`config.mk`:
```
export PLATFORM = sky130hd
export DESIGN_NAME = card_draw_sched
export DESIGN_NICKNAME = d
export VERILOG_FILES = /design/src/rtl/card_pkg.sv /design/src/rtl/card_hit_detect.sv /design/src/rtl/card_draw_sched.sv
export SDC_FILE = /design/constraint.sdc
export NUM_CORES = 1
export LEC_CHECK = 0
export ABC_AREA = 1
export BUFFER_PORTS_ARGS = -buffer_cell sky130_fd_sc_hd__buf_2
export CORE_ASPECT_RATIO = 0.75
export CORE_MARGIN = 1
export CORE_UTILIZATION = 45
export DETAILED_ROUTE_END_ITERATION = 10
export SKIP_CTS_REPAIR_TIMING = 1
export SLEW_MARGIN = 10
export SYNTH_ARGS = -nofsm -noshare
export SYNTH_HDL_FRONTEND = slang
export SYNTH_SLANG_ARGS = --single-unit
```
`constraint.sdc`:
```
create_clock -name clk -period 30.3 [get_ports clk]
set_input_delay 1.515 -clock clk [delete_from_list [all_inputs] [get_ports clk]]
set_output_delay 1.515 -clock clk [all_outputs]
set_load 0.01 [all_outputs]
```
`src/rtl/card_pkg.sv`:
```
// Shared types and constants for the card overlay.
//   card_symbol_t : suit encoding written into the slot table
//   card_slot_t   : one on-screen card slot (position, face, visibility)
//   vga_timing_t  : timing signals carried alongside each pixel
//   card_id_f     : maps suit/number onto the card ROM index
package card_pkg;

  typedef enum logic [1:0] {
    SYM_SERCE = 2'd0,
    SYM_PIK   = 2'd1,
    SYM_ROMB  = 2'd2,
    SYM_TREFL = 2'd3
  } card_symbol_t;

  localparam int          CARD_W    = 64;
  localparam int          CARD_H    = 96;
  localparam logic [11:0] KEY_COLOR = 12'hF0F;

  typedef struct packed {
    logic [10:0]  x;
    logic [10:0]  y;
    card_symbol_t symbol;
    logic [3:0]   number;
    logic         show;
  } card_slot_t;

  typedef struct packed {
    logic [10:0] hcount;
    logic [10:0] vcount;
    logic        hsync;
    logic        vsync;
    logic        hblnk;
    logic        vblnk;
  } vga_timing_t;

  // ROMs are ordered suit-major, 13 faces per suit; number is 1-based.
  function automatic logic [5:0] card_id_f(card_symbol_t sym, logic [3:0] num);
    card_id_f = ({4'd0, sym} * 6'd13) + {2'd0, num} - 6'd1;
  endfunction

endpackage

```
`src/rtl/card_hit_detect.sv`:
```
// Combinational slot hit test with priority select.
//   hcount_i/vcount_i : current pixel
//   slots_i           : slot table
//   hit_o             : some visible slot covers the pixel
//   sel_o             : highest-index covering slot (valid when hit_o)
module card_hit_detect
  import card_pkg::*;
#(
  parameter int SLOTS  = 8,
  parameter int CARD_W = 64,
  parameter int CARD_H = 96
) (
  input  logic [10:0]              hcount_i,
  input  logic [10:0]              vcount_i,
  input  card_slot_t               slots_i [SLOTS],
  output logic                     hit_o,
  output logic [$clog2(SLOTS)-1:0] sel_o
);

  localparam int IDX_W = $clog2(SLOTS);

  // 12-bit compares so a card straddling x=2047 does not wrap back to 0.
  // Ascending scan: a later hit overwrites, so the highest index wins.
  always_comb begin
    hit_o = 1'b0;
    sel_o = '0;
    for (int i = 0; i < SLOTS; i++) begin
      if (slots_i[i].show &&
          ({1'b0, hcount_i} >= {1'b0, slots_i[i].x}) &&
          ({1'b0, hcount_i} <  ({1'b0, slots_i[i].x} + 12'(CARD_W))) &&
          ({1'b0, vcount_i} >= {1'b0, slots_i[i].y}) &&
          ({1'b0, vcount_i} <  ({1'b0, slots_i[i].y} + 12'(CARD_H)))) begin
        hit_o = 1'b1;
        sel_o = IDX_W'(i);
      end
    end
  end

endmodule

```
`src/rtl/card_draw_sched.sv`:
```
// Card overlay: slot table, clear sequencer and 2-stage draw pipeline.
//   clk, rst                  : clock, async active-high reset
//   hcount/vcount/sync/blnk   : VGA timing in, delayed 2 cycles out
//   rgb_in / rgb_out          : background pixel in, composed pixel out
//   slot_wr_*                 : slot-table write (valid/ready, vblank only)
//   clear_req / clear_done    : blank all slots, one-cycle completion pulse
//   rom_addr, card_id         : registered ROM address and ROM select
//   rom_data                  : ROM output, one cycle after rom_addr
//
// state  | meaning
// IDLE   | table writable during vblank, waiting for clear_req
// CLEAR  | zeroing show of one slot per cycle, index clr_idx_q
module card_draw_sched
  import card_pkg::*;
#(
  parameter int                    SLOTS      = 8,
  parameter int                    CARD_W     = card_pkg::CARD_W,
  parameter int                    CARD_H     = card_pkg::CARD_H,
  parameter int                    ADDR_WIDTH = 13,
  parameter int                    DATA_WIDTH = 12,
  parameter logic [DATA_WIDTH-1:0] KEY_COLOR  = 12'hF0F
) (
  input  logic                     clk,
  input  logic                     rst,
  input  logic [10:0]              hcount_in,
  input  logic [10:0]              vcount_in,
  input  logic                     hsync_in,
  input  logic                     vsync_in,
  input  logic                     hblnk_in,
  input  logic                     vblnk_in,
  input  logic [11:0]              rgb_in,
  input  logic                     slot_wr_valid,
  output logic                     slot_wr_ready,
  input  logic [$clog2(SLOTS)-1:0] slot_wr_idx,
  input  logic [10:0]              slot_wr_x,
  input  logic [10:0]              slot_wr_y,
  input  logic [1:0]               slot_wr_symbol,
  input  logic [3:0]               slot_wr_number,
  input  logic                     slot_wr_show,
  input  logic                     clear_req,
  output logic                     clear_done,
  output logic [ADDR_WIDTH-1:0]    rom_addr,
  output logic [5:0]               card_id,
  input  logic [DATA_WIDTH-1:0]    rom_data,
  output logic [10:0]              hcount_out,
  output logic [10:0]              vcount_out,
  output logic                     hsync_out,
  output logic                     vsync_out,
  output logic                     hblnk_out,
  output logic                     vblnk_out,
  output logic [11:0]              rgb_out
);

  localparam int IDX_W = $clog2(SLOTS);

  localparam logic [0:0] ST_IDLE  = 1'b0;
  localparam logic [0:0] ST_CLEAR = 1'b1;

  logic [0:0]       state_q, state_d;
  logic [IDX_W-1:0] clr_idx_q, clr_idx_d;
  logic             clear_done_q, clear_done_d;
  card_slot_t       slot_q [SLOTS];
  card_slot_t       wr_slot;
  logic             wr_fire;
  logic             clr_last;

  // Holding ready low while clear_req is up makes a same-cycle clear win
  // without ever completing a handshake that is then dropped.
  assign slot_wr_ready = !rst && (state_q == ST_IDLE) && vblnk_in && !clear_req;
  assign wr_fire       = slot_wr_valid && slot_wr_ready;
  assign clr_last      = (clr_idx_q == IDX_W'(SLOTS - 1));
  assign clear_done    = clear_done_q;

  always_comb begin
    wr_slot.x      = slot_wr_x;
    wr_slot.y      = slot_wr_y;
    wr_slot.symbol = card_symbol_t'(slot_wr_symbol);
    wr_slot.number = slot_wr_number;
    wr_slot.show   = slot_wr_show && (slot_wr_number != 4'd0) && (slot_wr_number <= 4'd13);
  end

  always_comb begin
    state_d      = state_q;
    clr_idx_d    = clr_idx_q;
    clear_done_d = 1'b0;
    case (state_q)
      ST_IDLE: begin
        if (clear_req) begin
          state_d   = ST_CLEAR;
          clr_idx_d = '0;
        end
      end
      default: begin
        if (clr_last) begin
          state_d      = ST_IDLE;
          clear_done_d = 1'b1;
        end else begin
          clr_idx_d = clr_idx_q + IDX_W'(1);
        end
      end
    endcase
  end

  always_ff @(posedge clk or posedge rst) begin
    if (rst) begin
      state_q      <= ST_IDLE;
      clr_idx_q    <= '0;
      clear_done_q <= 1'b0;
    end else begin
      state_q      <= state_d;
      clr_idx_q    <= clr_idx_d;
      clear_done_q <= clear_done_d;
    end
  end

  always_ff @(posedge clk or posedge rst) begin
    if (rst) begin
      for (int i = 0; i < SLOTS; i++) slot_q[i] <= '0;
    end else if (state_q == ST_CLEAR) begin
      slot_q[clr_idx_q].show <= 1'b0;
    end else if (wr_fire) begin
      slot_q[slot_wr_idx] <= wr_slot;
    end
  end

  // Stage 1: hit test against the table as it stands this cycle; the
  // registered results travel with the pixel, so later table writes cannot
  // reach pixels already in flight.
  logic             hit_s0;
  logic [IDX_W-1:0] sel_s0;
  card_slot_t       win_slot;
  logic [10:0]      dx_s0, dy_s0;

  card_hit_detect #(
    .SLOTS  (SLOTS),
    .CARD_W (CARD_W),
    .CARD_H (CARD_H)
  ) u_hit (
    .hcount_i (hcount_in),
    .vcount_i (vcount_in),
    .slots_i  (slot_q),
    .hit_o    (hit_s0),
    .sel_o    (sel_s0)
  );

  assign win_slot = slot_q[sel_s0];
  assign dx_s0    = hcount_in - win_slot.x;
  assign dy_s0    = vcount_in - win_slot.y;

  vga_timing_t     tim_s0, tim_s1, tim_s2;
  logic            hit_s1, hit_s2;
  logic [11:0]     rgb_s1, rgb_s2;

  assign tim_s0 = '{hcount: hcount_in, vcount: vcount_in, hsync: hsync_in,
                    vsync: vsync_in, hblnk: hblnk_in, vblnk: vblnk_in};

  always_ff @(posedge clk or posedge rst) begin
    if (rst) begin
      rom_addr <= '0;
      card_id  <= '0;
      hit_s1   <= 1'b0;
      tim_s1   <= '0;
      rgb_s1   <= '0;
      hit_s2   <= 1'b0;
      tim_s2   <= '0;
      rgb_s2   <= '0;
    end else begin
      if (hit_s0) begin
        rom_addr <= ADDR_WIDTH'(dy_s0) * ADDR_WIDTH'(CARD_W) + ADDR_WIDTH'(dx_s0);
        card_id  <= card_id_f(win_slot.symbol, win_slot.number);
      end
      hit_s1 <= hit_s0;
      tim_s1 <= tim_s0;
      rgb_s1 <= rgb_in;
      hit_s2 <= hit_s1;
      tim_s2 <= tim_s1;
      rgb_s2 <= rgb_s1;
    end
  end

  // Stage 2: the ROM registers rom_addr itself, so rom_data lines up with the
  // stage-2 registers and the final mux is combinational off them.
  assign hcount_out = tim_s2.hcount;
  assign vcount_out = tim_s2.vcount;
  assign hsync_out  = tim_s2.hsync;
  assign vsync_out  = tim_s2.vsync;
  assign hblnk_out  = tim_s2.hblnk;
  assign vblnk_out  = tim_s2.vblnk;

  always_comb begin
    rgb_out = rgb_s2;
    if (tim_s2.hblnk || tim_s2.vblnk) begin
      rgb_out = '0;
    end else if (hit_s2 && (rom_data != KEY_COLOR)) begin
      rgb_out = 12'(rom_data);
    end
  end

endmodule

```
* Word level (Yosys, flattened, before mapping)
Index checks and enable logic that the tools add are counted.
** Storage, ports and cells
- Flip-flop bits (word level) :: 334
- Input port bits :: 86
- Output and inout port bits :: 59
** Operators by class
- Add/sub/neg operators :: 22
- Multiply operators :: 1
- Magnitude comparators :: 38
- Eq/ne operators :: 3
- Muxes and demuxes :: 36
- Bitwise gates (word level) :: 4
- Reductions and logical operators :: 48
** Operators with widths (number)
- $bwmux 232 :: 2
- $mux 232 :: 2
- $add 11x7->12 const B :: 16
- $lt 11x12->1 :: 16
- $ge 11x11->1 :: 16
- $demux 29 s3 :: 2
- $bmux 29 s3 :: 1
- $mux 29 :: 3
- $logic_and 1x1->1 :: 41
- $mux 12 :: 2
- $mux 3 :: 7
- $mux 1 :: 15
- $add 13x11->13 :: 1
- $ge 4x4->1 const B :: 3
- $ne 12x12->1 const B :: 1
- $not 3->4 :: 3
- $sub 11x11->11 :: 1
- $lt 4x1->1 const B :: 2
- $sub 7x7->7 :: 1
- $add 6x4->6 :: 1
- $mul 2x4->6 const B :: 1
- $sub 6x1->6 const B :: 1
- $le 4x4->1 const B :: 1
- $mux 2 :: 2
- 9 further kinds :: 11

* Depth between registers and ports, before layout
Gate-level depths: netlist (run 1).
- Word-level depth :: 19
- Gate-level depth with buffers :: 49
- Depth with buffers taken out :: 47

* Modules after synthesis
Synthesis (run 1) repeated with hierarchy kept, for this count alone.
** Second synthesis, totals
- Cell total of the unflattened synthesis :: 2947
- Area, all modules :: 23092.1 sq um
** Modules (own cells, without submodules)
- card_draw_sched :: times used 1, cells each 1611, area an instance 14662.8 sq um, sequential area each 8358.0 sq um
- card_hit_detect :: times used 1, cells each 1336, area an instance 8429.3 sq um, sequential area each 0.0 sq um

* Least setup slack after synthesis (run 1)
OpenSTA, ideal clock, no wires.
- Kind :: input to output
- Start :: in rst
- End :: out slot_wr_ready
- Arrival time :: 9.143 ns
- Data required time :: 28.785 ns
- Setup slack :: 19.642 ns
- Stages :: 3
- Buffers on the path :: 0
- Cell sequence :: inv_1 > nand3_1 > nor2_1
** On the way
- Word-level cells in the longest chain between the ends :: 4
** Ends and longest elaborated chain
- start, declared :: RTL line card_draw_sched.sv:24 : input logic rst,
- $logic_not 1->1 (no source line)
- $logic_and 1x1->1 (3 in a row) :: RTL line card_draw_sched.sv:69 : assign slot_wr_ready = !rst && (state_q == ST_IDLE) && vblnk_in && !clear_req;
- end, declared :: RTL line card_draw_sched.sv:33 : output logic slot_wr_ready,
No other way between the ends.

* Final worst setup path (run 1)
- Start :: in hcount_in[10]
- End :: reg rom_addr[12]
** On the way
- Word-level cells in the longest chain between the ends :: 18
- Elaborated cells between the ends (all ways) :: 70
- Classes of those cells :: add/sub (3); order compare (16); mux (18); bitwise (1); reduce/logical (32)
** Ends and longest elaborated chain
- start, declared :: RTL line card_draw_sched.sv:25 : input logic [10:0] hcount_in,
- $ge 11x11->1 :: RTL line card_hit_detect.sv:29 : ({1'b0, hcount_i} >= {1'b0, slots_i[i].x}) &&
- $logic_and 1x1->1 :: RTL line card_hit_detect.sv:28 : if (slots_i[i].show &&
- $logic_and 1x1->1 :: RTL line card_hit_detect.sv:29
- $logic_and 1x1->1 :: RTL line card_hit_detect.sv:30 : ({1'b0, hcount_i} < ({1'b0, slots_i[i].x} + 12'(CARD_W))) &&
- $logic_and 1x1->1 :: RTL line card_hit_detect.sv:31 : ({1'b0, vcount_i} >= {1'b0, slots_i[i].y}) &&
- $mux 1 :: RTL line card_hit_detect.sv:28
- $mux 2 (2 in a row) :: RTL line card_hit_detect.sv:28
- $mux 3 (4 in a row) :: RTL line card_hit_detect.sv:28
- $not 3->4 (implied by the code) :: RTL line card_draw_sched.sv:146 : assign win_slot = slot_q[sel_s0];
- $bmux 29 s3 :: RTL line card_draw_sched.sv:146
- $mux 29 (implied by the code) (2 in a row) :: RTL line card_draw_sched.sv:146
- $sub 11x11->11 / $sub 7x7->7 (equally long branches) :: RTL line card_draw_sched.sv:147, card_draw_sched.sv:148
- $add 13x11->13 :: RTL line card_draw_sched.sv:169 : rom_addr <= ADDR_WIDTH'(dy_s0) * ADDR_WIDTH'(CARD_W) + ADDR_WIDTH'(dx_s0);
- end signal, assigned :: RTL line card_draw_sched.sv:169
- end, declared :: RTL line card_draw_sched.sv:42 : output logic [ADDR_WIDTH-1:0] rom_addr,
Parallel ways exist; a longest one is shown, timed or not. The select of a mux whose other input is x is not followed.
A chain may end at the register's enable or synchronous reset.

==> qor.yml, run 1 <==
status:
  status: "complete, but fails checks"
  violations: "design-rule violations"
logic_synthesis:
  synthCells: 2863
  synth-seq-area-share_pct: 37.04
  syn_area_mm2: 0.02257
  synthesis.nets: 3265
  synth_seq_cells: 334
  synth_warnings: 0
  syn_area_per_cell_um2: 7.882
  synth.distinct_cells: 45
timing:
  setup_tns_ps: 0
  maxSlewViolCount: 0
  finalSetupViolations: 0
  hold_violations: 0
  period_minus_slack_ps: 8831
  worst_pin_slew_ps: 1219
  slew_headroom_pct: 18.53
  grt_setup_unrepaired: "no"
  clock.fmax_ghz: 0.1132
  timing.final.crit_share_pct: 29.14
  clock_skew_ps: 17.69
layout:
  syn_to_final_growth_pct: 11.21
  drive_above_1_share_pct: 8.056
  n_fill_cell: 4691
  layout_common_cells: "nand2_1, o21ai_0, inv_1"
  layout.nets: 3382
  multi_input_area_mm2: 0.01256
  utilization_pct: 51.07
  regArea_mm2: 0.008358
  layout_commonest_cell: "nand2_1"
die:
  placementRows: 70
  die_h_um: 195.9
  die_w_um: 260.6
  ios: 145
  core_mm2: 0.04913
  initial_core_util_pct: 45.93
  dieArea_mm2: 0.05105
clock_network:
  htree_levels: 2
  cts_made_buffers: 38
  cts_tree: "built"
  clk_latency_ps: 570
  clock_sinks: 334
  cts_buffer_depth: 3
  path_clk_slew_ps: 60
  root_buffer: "clkbuf_16"
pwr:
  ir_drop_mv: 0.04254
  pwr_density_cell_mw_per_mm2: 61.68
  leakage_nw: 12.54
  p_switching_w: 0.0005936
  swShare_pct: 38.35
  p_seq_share_pct: 35.4
  p_int_w: 0.0009543
  pwr-share-clk_pct: 29.1
  p_comb_share_pct: 35.5
detailed_routing:
  drtIter0Drc: 2020
  avgViaCountPerCell: 5.583
  avgRoutedWirePerCell_um: 20.24
  routed-via-count: 20399
  drc: 8
  final_antenna_net_count: 0
  dr.pass1.iters: 8
  routed_wl_um: 73950
placement:
  io_buffers: 144
  dp.final_hpwl_um: 53460
  routabilityCongestion: 0.9417
min_path:
  hp-class: "register to register"
  min_from: "rgb_s1[11]"
  worstHoldPathCells: 0
  hold_end: "rgb_s2[11]"
worst_setup_path:
  reg2reg_slack_ps: 22040
  required_ps: 30750
  r2r_end: "rom_addr[12]"
  crit_path_max_fanout: 54
  worstSetupStartpointType: "input pin"
  cp_slowest_stage_delay_ps: 570
  worstSetupPathType: "input pin to register"
  reg2reg_depth: 41
  arrival_ps: 9280
  cp-end-kind: "register"
  cp_slowest_cell: "buf_4"
  r2r_start: "slot_q[70]"
  critPathLaunch: "hcount_in[10]"
global_routing:
  grt_pass1_vias: 19484
  grt_max_degree: 74
  antenna_found_initial: 2
  grt_use_total_pct: 29.48
  grt_pass1_wl_um: 114900
  grt_overflow_total: 0
job:
  cap_violations: 0
==> logic make-up (layout without fill, tap and decap cells) <==
logic type / Yosys count / after routing / synth area share [%]
adder cells (fa/ha/maj): 316 / 316 / 17.72
other: 0 / 2 / 0
buffers and inverters: 438 / 579 / 7.591
AO/OA/AOI/OAI: 658 / 658 / 15.50
XOR/XNOR: 71 / 71 / 2.756
AND/OR/NAND/NOR: 1046 / 1046 / 19.39
flip-flops: 334 / 334 / 37.04
==> how the worst max path moves through the flow <==
stage                        end  slack [ps]
floorplan             card_id[0]       19510
global placement    rom_addr[12]       21040
detailed placement  rom_addr[12]       21040
CTS                 rom_addr[12]       21640
global route        rom_addr[12]       20900
finish              rom_addr[12]       21470
==> power by group through the flow <==
stage | clock (W) | sequential (W) | combinational (W)
detailed placement | 0 | 0.000553 | 0.000539
global placement | 0 | 0.000552 | 0.000527
finish | 0.000451 | 0.000547 | 0.000550
CTS | 0.000459 | 0.000546 | 0.000544
global route | 0.000475 | 0.000554 | 0.000624
floorplan | 0 | 0.000546 | 0.000369
==> layer usage <==
metal  share of wire [%]  track usage [%]
met3                 8.9            5.814
met4                 1.7            6.216
met2                  40            41.45
met1                  50            46.07
met5               0.018                0
==> per-stage QoR <==
stage | power [W] | hold slack, ps | instances | worst slack [ps] | instance area [um2]
after floorplan | 0.0009153 | 331.2 | 2863 | 19510 | 22570
after global placement | 0.001079 | 331.5 | 3588 | 21040 | 23920
after detailed placement | 0.001093 | 334.7 | 3588 | 21040 | 23920
after CTS | 0.001549 | 344.7 | 3652 | 21640 | 25090
after global routing | 0.001653 | 347.9 | 3653 | 20900 | 25090
final | 0.001548 | 346.0 | 3654 | 21470 | 25100
==> critical path: cells and delay by family <==
family	cells	cell delay, ps
XOR/XNOR	3	570
buffers and inverters	4	1610
AO/OA/AOI/OAI	10	1760
AND/OR/NAND/NOR	17	2740
adder cells (fa/ha/maj)	4	1020
==> area by class of cell <==
class	count	area share [%]
Clock buffer	51	4.308
Antenna cell	2	0.01994
Tap cell	648	3.231
Multi-Input combinational cell	2091	50.04
Clock inverter	13	0.3590
Timing Repair Buffer	163	3.440
Sequential cell	334	33.31
Inverter	352	5.295
==> synth_stat cells <==
cell type  count  area (um2)
a211oi_1      12       90.09
a21boi_0       3       22.52
a21o_1        12       90.09
a21oi_1      191       955.9
a31oi_1        3       18.77
and2_1         3       18.77
and3_1         2       12.51
buf_1          2       7.510
buf_2         19       95.09
buf_4          6       45.04
buf_6          3       33.78
clkbuf_1      56       210.2
clkinv_1       1       3.750
dfrtp_1      334        8358
fa_1           6       120.1
ha_1         310        3879
inv_1        349        1310
inv_2          2       7.510
nand2_1      644        2417
nand2_2        3       18.77
nand3_1      163       815.8
nand3b_1       7       52.55
nand4_1       43       269.0
nor2_1       139       521.8
nor2_4         2       22.52
nor3_1        28       140.1
nor3_2         2       20.02
nor3b_1        1       7.510
nor4_1         5       31.28
o2111ai_1      6       52.55
o211ai_1      13       97.59
o21a_1         8       60.06
o21ai_0      376        1882
o21ai_1       12       60.06
o21ai_2        1       8.760
o21bai_1       8       60.06
o221ai_1       1       8.760
o22ai_1        2       12.51
o311ai_0       2       17.52
o31ai_1        7       52.55
o41ai_1        1       8.760
or2_1          3       18.77
or3b_2         1       8.760
xnor2_1       19       166.4
xor2_1        52       455.4
==> sequential cells by signal, summed over array words and instances, names as in the netlist, 3 cells and up <==
signal / cells
tim_s1: 26
vcount_out: 11
card_id: 6
slot_q: 232
hcount_out: 11
rgb_s1: 12
clr_idx_q: 3
rom_addr: 13
rgb_s2: 12
(Power assumes the default switching activity.)
==> run 2: changes to the inputs <==
==> constraint.sdc (replaced) <==
create_clock -name clk -period 7.6 [get_ports clk]
set_input_delay 0.38 -clock clk [delete_from_list [all_inputs] [get_ports clk]]
set_output_delay 0.38 -clock clk [all_outputs]
set_load 0.01 [all_outputs]
==> run 2 against run 1 <==
  * The flow still finishes with violations (design-rule violations)
  * Critical endpoint unchanged
  * Largest cell class unchanged
  * Clock power grew to 4.9 times the previous value
  * Via count up 0.77%
  * Power grew to 4.3 times the previous value
  * Clock-buffer cell count is 3 lower
  * Worst hold slack lost 300 ps
==> qor.yml, run 2 (synthesis gave the netlist of run 1 again) <==
detailed_routing:
  avgRoutedWirePerCell_um: 20.65  # +2.1%
  drc: 4  # -4
  dr.pass1.iters: 9  # +1
  avgViaCountPerCell: 5.572  # -0.19%
  routed-via-count: 20556  # +0.77%
  routed_wl_um: 76190  # +3.0%
  drtIter0Drc: 2129  # +5.4%
  final_antenna_net_count: 0  # unchanged
layout:
  regMostFlops: "slot_q"
  largest_register_ffs: 232  # unchanged
  layout.nets: 3413  # +0.92%
  drive_above_1_share_pct: 8.648  # +0.59 points
  top_regs: "slot_q x232, tim_s1 x26, rom_addr x13"
  antenna_cells: 0  # -2
  layout_common_cells: "nand2_1, o21ai_0, inv_1"
  syn_to_final_growth_pct: 13.85
  layout_commonest_cell: "nand2_1"
global_routing:
  grt_pass1_wl_um: 117000  # +1.9%
  grt_max_degree: 145  # +96%
  grt_pass1_vias: 19528  # +0.23%
  grt_use_total_pct: 30.19  # +0.71 points
  antenna_found_initial: 2  # unchanged
  grt_overflow_total: 0  # unchanged
clock_network:
  cts_buffer_depth: 3  # unchanged
  cts_made_buffers: 39  # +2.6%
  root_buffer: "clkbuf_16"
  clock_sinks: 334  # unchanged
  path_clk_slew_ps: 60  # about the same
  cts_tree: "built"
  clk_latency_ps: 560  # about the same
  htree_levels: 2  # unchanged
timing:
  hold_violations: 0  # unchanged
  timing.final.crit_share_pct: 92.46
  period_minus_slack_ps: 7027
  slew_headroom_pct: 19.95  # +1.4 points
  clock.fmax_ghz: 0.1423
  finalSetupViolations: 0  # unchanged
  setup_tns_ps: 0  # unchanged
  clock_skew_ps: 21.93  # +4.244 ps
  grt_setup_unrepaired: "no"
  worst_pin_slew_ps: 1198  # -21.24 ps
  maxSlewViolCount: 0  # unchanged
worst_setup_path:
  worstSetupStartpointType: "input pin"
  r2r_end: "rom_addr[12]"
  reg2reg_slack_ps: 670  # -21370 ps
  reg2reg_depth: 37  # -9.8%
  worstSetupPathType: "input pin to register"
  r2r_start: "slot_q[112]"
  cp_slowest_stage_delay_ps: 530  # -40 ps
  crit_path_max_fanout: 37  # -31%
  cp-end-kind: "register"
  arrival_ps: 7480  # -1800 ps
  crit_top_cell: "nand2_1"
  cp_slowest_cell: "dlygate4sd3_1"
  required_ps: 8050  # -22700 ps
pwr:
  pwr_density_cell_mw_per_mm2: 256.7  # +320%
  ir_drop_mv: 0.1582  # +270%
  leakage_nw: 12.83  # +2.3%
  power_w: 0.006594  # +330%
min_path:
  hp-class: "input pin to register"
  min_from: "slot_wr_y[0]"
  worstHoldPathCells: 3  # +3
  hold_end: "slot_q[94]"
die:
  initial_core_util_pct: 45.93  # unchanged
  die_h_um: 195.9  # unchanged
  core_mm2: 0.04913  # unchanged
  dieArea_mm2: 0.05105  # unchanged
  placementRows: 70  # unchanged
  ios: 145  # unchanged
  die_w_um: 260.6  # unchanged
placement:
  io_buffers: 144  # unchanged
  routabilityCongestion: 0.9897  # +5.1%
  dp.final_hpwl_um: 55460  # +3.7%
status:
  violations: "design-rule violations"
  status: "complete, but fails checks"
job:
  cap_violations: 0  # unchanged
## run 2: changes by cell type in the layout (fill, tap and decap cells not counted), sizes merged, moves of 2 or more
cell,delta
bufinv,+10
dlygate4sd3,+19
buf,+11
clkinv,-3
diode,-2
clkbuf,-3
inv,+4
## run 2: metal layers
metal  track usage (%)  part of all wire [%]  vias to the layer above
met1             46.85                    48                     9824
met5                 0                     0                        -
met3             5.866                   9.6                       76
met2             42.74                    41                      780
met4             6.649                   1.6                        0
li1                  -                     -                     9876
## run 2: power breakdown
group	internal [W]	switching (W)
Combinational	0.000813	0.00140
Clock	0.00136	0.000830
Sequential	0.00200	0.000186
## run 2: how the worst max path moves through the flow
| stage | startpoint | endpoint | slack, ps |
|---|---|---|---|
| 2_1_floorplan | rst | slot_q[24] | 820 |
| 3_3_place_gp | hcount_in[7] | rom_addr[12] | 780 |
| 3_5_place_dp | hcount_in[7] | rom_addr[12] | 670 |
| 4_1_cts | slot_q[112] | rom_addr[12] | 800 |
| 5_1_grt | slot_q[70] | rom_addr[12] | 210 |
| 6_report | hcount_in[0] | rom_addr[12] | 570 |
## run 2: area by class of cell
class	count	area [um2]
clock buffer	48	1081
clock inverter	23	407.9
fill	4675	23450
inverter	352	1325
multi-input combinational	2091	12560
sequential	334	8358
tap	648	810.8
timing repair buffer	193	1149
## run 2: critical path: cells and delay by family
family | cells | cell delay (ps)
buffers and inverters | 6 | 1490
AO/OA/AOI/OAI | 12 | 2120
AND/OR/NAND/NOR | 14 | 1980
XOR/XNOR | 3 | 560
adder cells (fa/ha/maj) | 3 | 890
## run 2: through the flow
stage | setup WS (ps) | util, % | hold WS [ps] | cells | area, um2
after floorplan | 816.4 | - | 331.2 | 2863 | 22570
after global placement | 777.9 | 48.87 | 331.5 | 3599 | 24010
after detailed placement | 667.1 | 48.87 | 334.7 | 3599 | 24010
after CTS | 803.2 | 51.90 | -195.1 | 3670 | 25500
after global routing | 210.5 | 52.28 | 42.28 | 3689 | 25690
final | 573.3 | 52.28 | 50.72 | 3689 | 25690
==> run 3: changes to the inputs <==
--- a/config.mk
+++ b/config.mk
@@ -7,8 +7,7 @@
 export LEC_CHECK = 0
 export ABC_AREA = 1
 export BUFFER_PORTS_ARGS = -buffer_cell sky130_fd_sc_hd__buf_2
-export CORE_ASPECT_RATIO = 0.75
-export CORE_MARGIN = 1
+export CORE_MARGIN = 2
 export CORE_UTILIZATION = 45
 export DETAILED_ROUTE_END_ITERATION = 10
 export SKIP_CTS_REPAIR_TIMING = 1
==> constraint.sdc (replaced) <==
create_clock -name clk -period 9 [get_ports clk]
set_input_delay 0.45 -clock clk [delete_from_list [all_inputs] [get_ports clk]]
set_output_delay 0.45 -clock clk [all_outputs]
set_load 0.01 [all_outputs]
==> run 3 against run 2 <==
  * The run now ends clean
  * Sequential cell count did not move
  * First-iteration DRC count fell by 20%
  * Worst hold slack improved by 27 ps
  * Core utilization fell by 1.1 points
  * Critical path type unchanged
==> qor.yml, run 3 (synthesis gave the netlist of run 1 again) <==
worst_setup_path:
  required_ps: 9460  # +1410 ps
  cp-end-kind: "register"
  worstSetupPathType: "input pin to register"
  worstSetupStartpointType: "input pin"
  cp_slowest_stage_delay_ps: 540  # about the same
  crit_path_max_fanout: 26  # -30%
  crit_top_cell: "nand2_1"
  cp_slowest_cell: "inv_2"
  arrival_ps: 8020  # +540 ps
layout:
  antenna_cells: 0  # unchanged
  largest_register_ffs: 232  # unchanged
  n_fill_cell: 4890  # +4.6%
  syn_to_final_growth_pct: 13.06
  layout.nets: 3405  # -0.23%
  layout_commonest_cell: "nand2_1"
  regMostFlops: "slot_q"
  drive_above_1_share_pct: 8.377  # -0.27 points
  top_regs: "slot_q x232, tim_s1 x26, rom_addr x13"
  layout_common_cells: "nand2_1, o21ai_0, inv_1"
min_path:
  hp-class: "input pin to async pin"
timing:
  grt_setup_unrepaired: "no"
  period_minus_slack_ps: 7559
  maxSlewViolCount: 0  # unchanged
  clock_skew_ps: 20.32  # -1.608 ps
  setup_tns_ps: 0  # unchanged
  slew_headroom_pct: 26.88  # +6.9 points
  timing.final.crit_share_pct: 83.99
  hold_violations: 0  # unchanged
  worst_pin_slew_ps: 1093  # -104.7 ps
  clock.fmax_ghz: 0.1323
  fin_hold_ws_ps: 78.14  # +27.43 ps
  finalSetupViolations: 0  # unchanged
die:
  placementRows: 82  # +17%
  die_w_um: 227.9  # -13%
  core_mm2: 0.04986  # +1.5%
  ios: 145  # unchanged
  dieArea_mm2: 0.05195  # +1.8%
  die_h_um: 227.9  # +16%
  initial_core_util_pct: 45.25  # -0.67 points
pwr:
  power_w: 0.005344  # -19%
  leakage_nw: 12.73  # -0.77%
  pwr_density_cell_mw_per_mm2: 209.5  # -18%
  ir_drop_mv: 0.1224  # -23%
global_routing:
  met1_usage_pct: 37.24  # -9.6 points
  grt_overflow_total: 0  # unchanged
  grt.busiest_layer: "met2"
  grt_pass1_wl_um: 115700  # -1.1%
  met2_usage_pct: 48.69  # +6.0 points
  antenna_found_initial: 0  # -2
  grtUsageMet3_pct: 3.200  # -2.7 points
  grt_pass1_vias: 19885  # +1.8%
  grt_use_total_pct: 28.77  # -1.4 points
  grt_max_degree: 102  # -30%
clock_network:
  cts_buffer_depth: 3  # unchanged
  cts_tree: "built"
  path_clk_slew_ps: 60  # about the same
  clock_sinks: 334  # unchanged
  cts_made_buffers: 40  # +2.6%
  htree_levels: 2  # unchanged
  clk_latency_ps: 590  # +30 ps
  root_buffer: "clkbuf_16"
detailed_routing:
  drc: 0  # -4
  drtIter0Drc: 1701  # -20%
  dr.pass1.iters: 6  # -3
  final_antenna_net_count: 0  # unchanged
  routed-via-count: 20225  # -1.6%
  routed_wl_um: 74760  # -1.9%
  avgViaCountPerCell: 5.460  # -2.0%
  avgRoutedWirePerCell_um: 20.18  # -2.3%
placement:
  routabilityCongestion: 0.9275  # -6.3%
  dp.final_hpwl_um: 53960  # -2.7%
  io_buffers: 144  # unchanged
job:
  cap_violations: 0  # unchanged
status:
  status: "completed"
-- run 3: area by class of cell --
| type | instances | area (um2) | share of cell area, % |
|---|---|---|---|
| multi-input cells | 2091 | 12560 | 49.24 |
| flip-flops and latches | 334 | 8358 | 32.76 |
| inverters | 352 | 1325 | 5.194 |
| clock buffers | 60 | 1237 | 4.850 |
| repair buffers | 184 | 1066 | 4.179 |
| well taps | 672 | 840.8 | 3.296 |
| clock inverters | 11 | 121.4 | 0.4757 |
-- run 3: path summary, 6_finish.rpt --
kind                                   start           end  slack [ps]  depth (start not counted)
min in group clk                slot_wr_y[0]    slot_q[94]         130                          3
worst min-delay path                     rst    slot_q[81]          80                          3
worst max register to register   slot_q[112]  rom_addr[12]        1510                         40
worst max-delay path            hcount_in[0]  rom_addr[12]        1440                         41
max in group asynchronous                rst    card_id[4]        6710                          5
worst min register to register     tim_s1[0]     vblnk_out         350                          0
-- run 3: critical path, delay by kind of cell --
family	cells	cell delay, ps
AO/OA/AOI/OAI	11	1810
buffers and inverters	7	1980
adder cells (fa/ha/maj)	4	1080
AND/OR/NAND/NOR	16	2070
XOR/XNOR	3	620
-- run 3: routing by layer --
metal | part of all wire [%] | wire [um] | vias up
met3 | 5.2 | 3868 | 153
met4 | 4.4 | 3262 | 0
li1 | - | - | 9843
met1 | 43 | 32430 | 9584
met5 | 0 | 0 | -
met2 | 47 | 35200 | 645
-- run 3: power by group --
group | switching [W] | total (W) | leakage (nW) | internal [W]
combinational | 0.00114 | 0.00181 | 8.21 | 0.000678
clock | 0.000686 | 0.00169 | 0.669 | 0.00101
sequential | 0.000145 | 0.00184 | 3.84 | 0.00169
-- run 3: per-stage QoR --
step / cells / cell area [um2] / utilization (%) / setup slack (ps)
final: 3704 / 25510 / 51.16 / 1441
after global placement: 3615 / 23970 / 48.08 / 1551
after detailed placement: 3615 / 23970 / 48.08 / 1510
after floorplan: 2863 / 22570 / - / 2146
after CTS: 3686 / 25330 / 50.80 / 1687
after global routing: 3704 / 25510 / 51.16 / 935.0
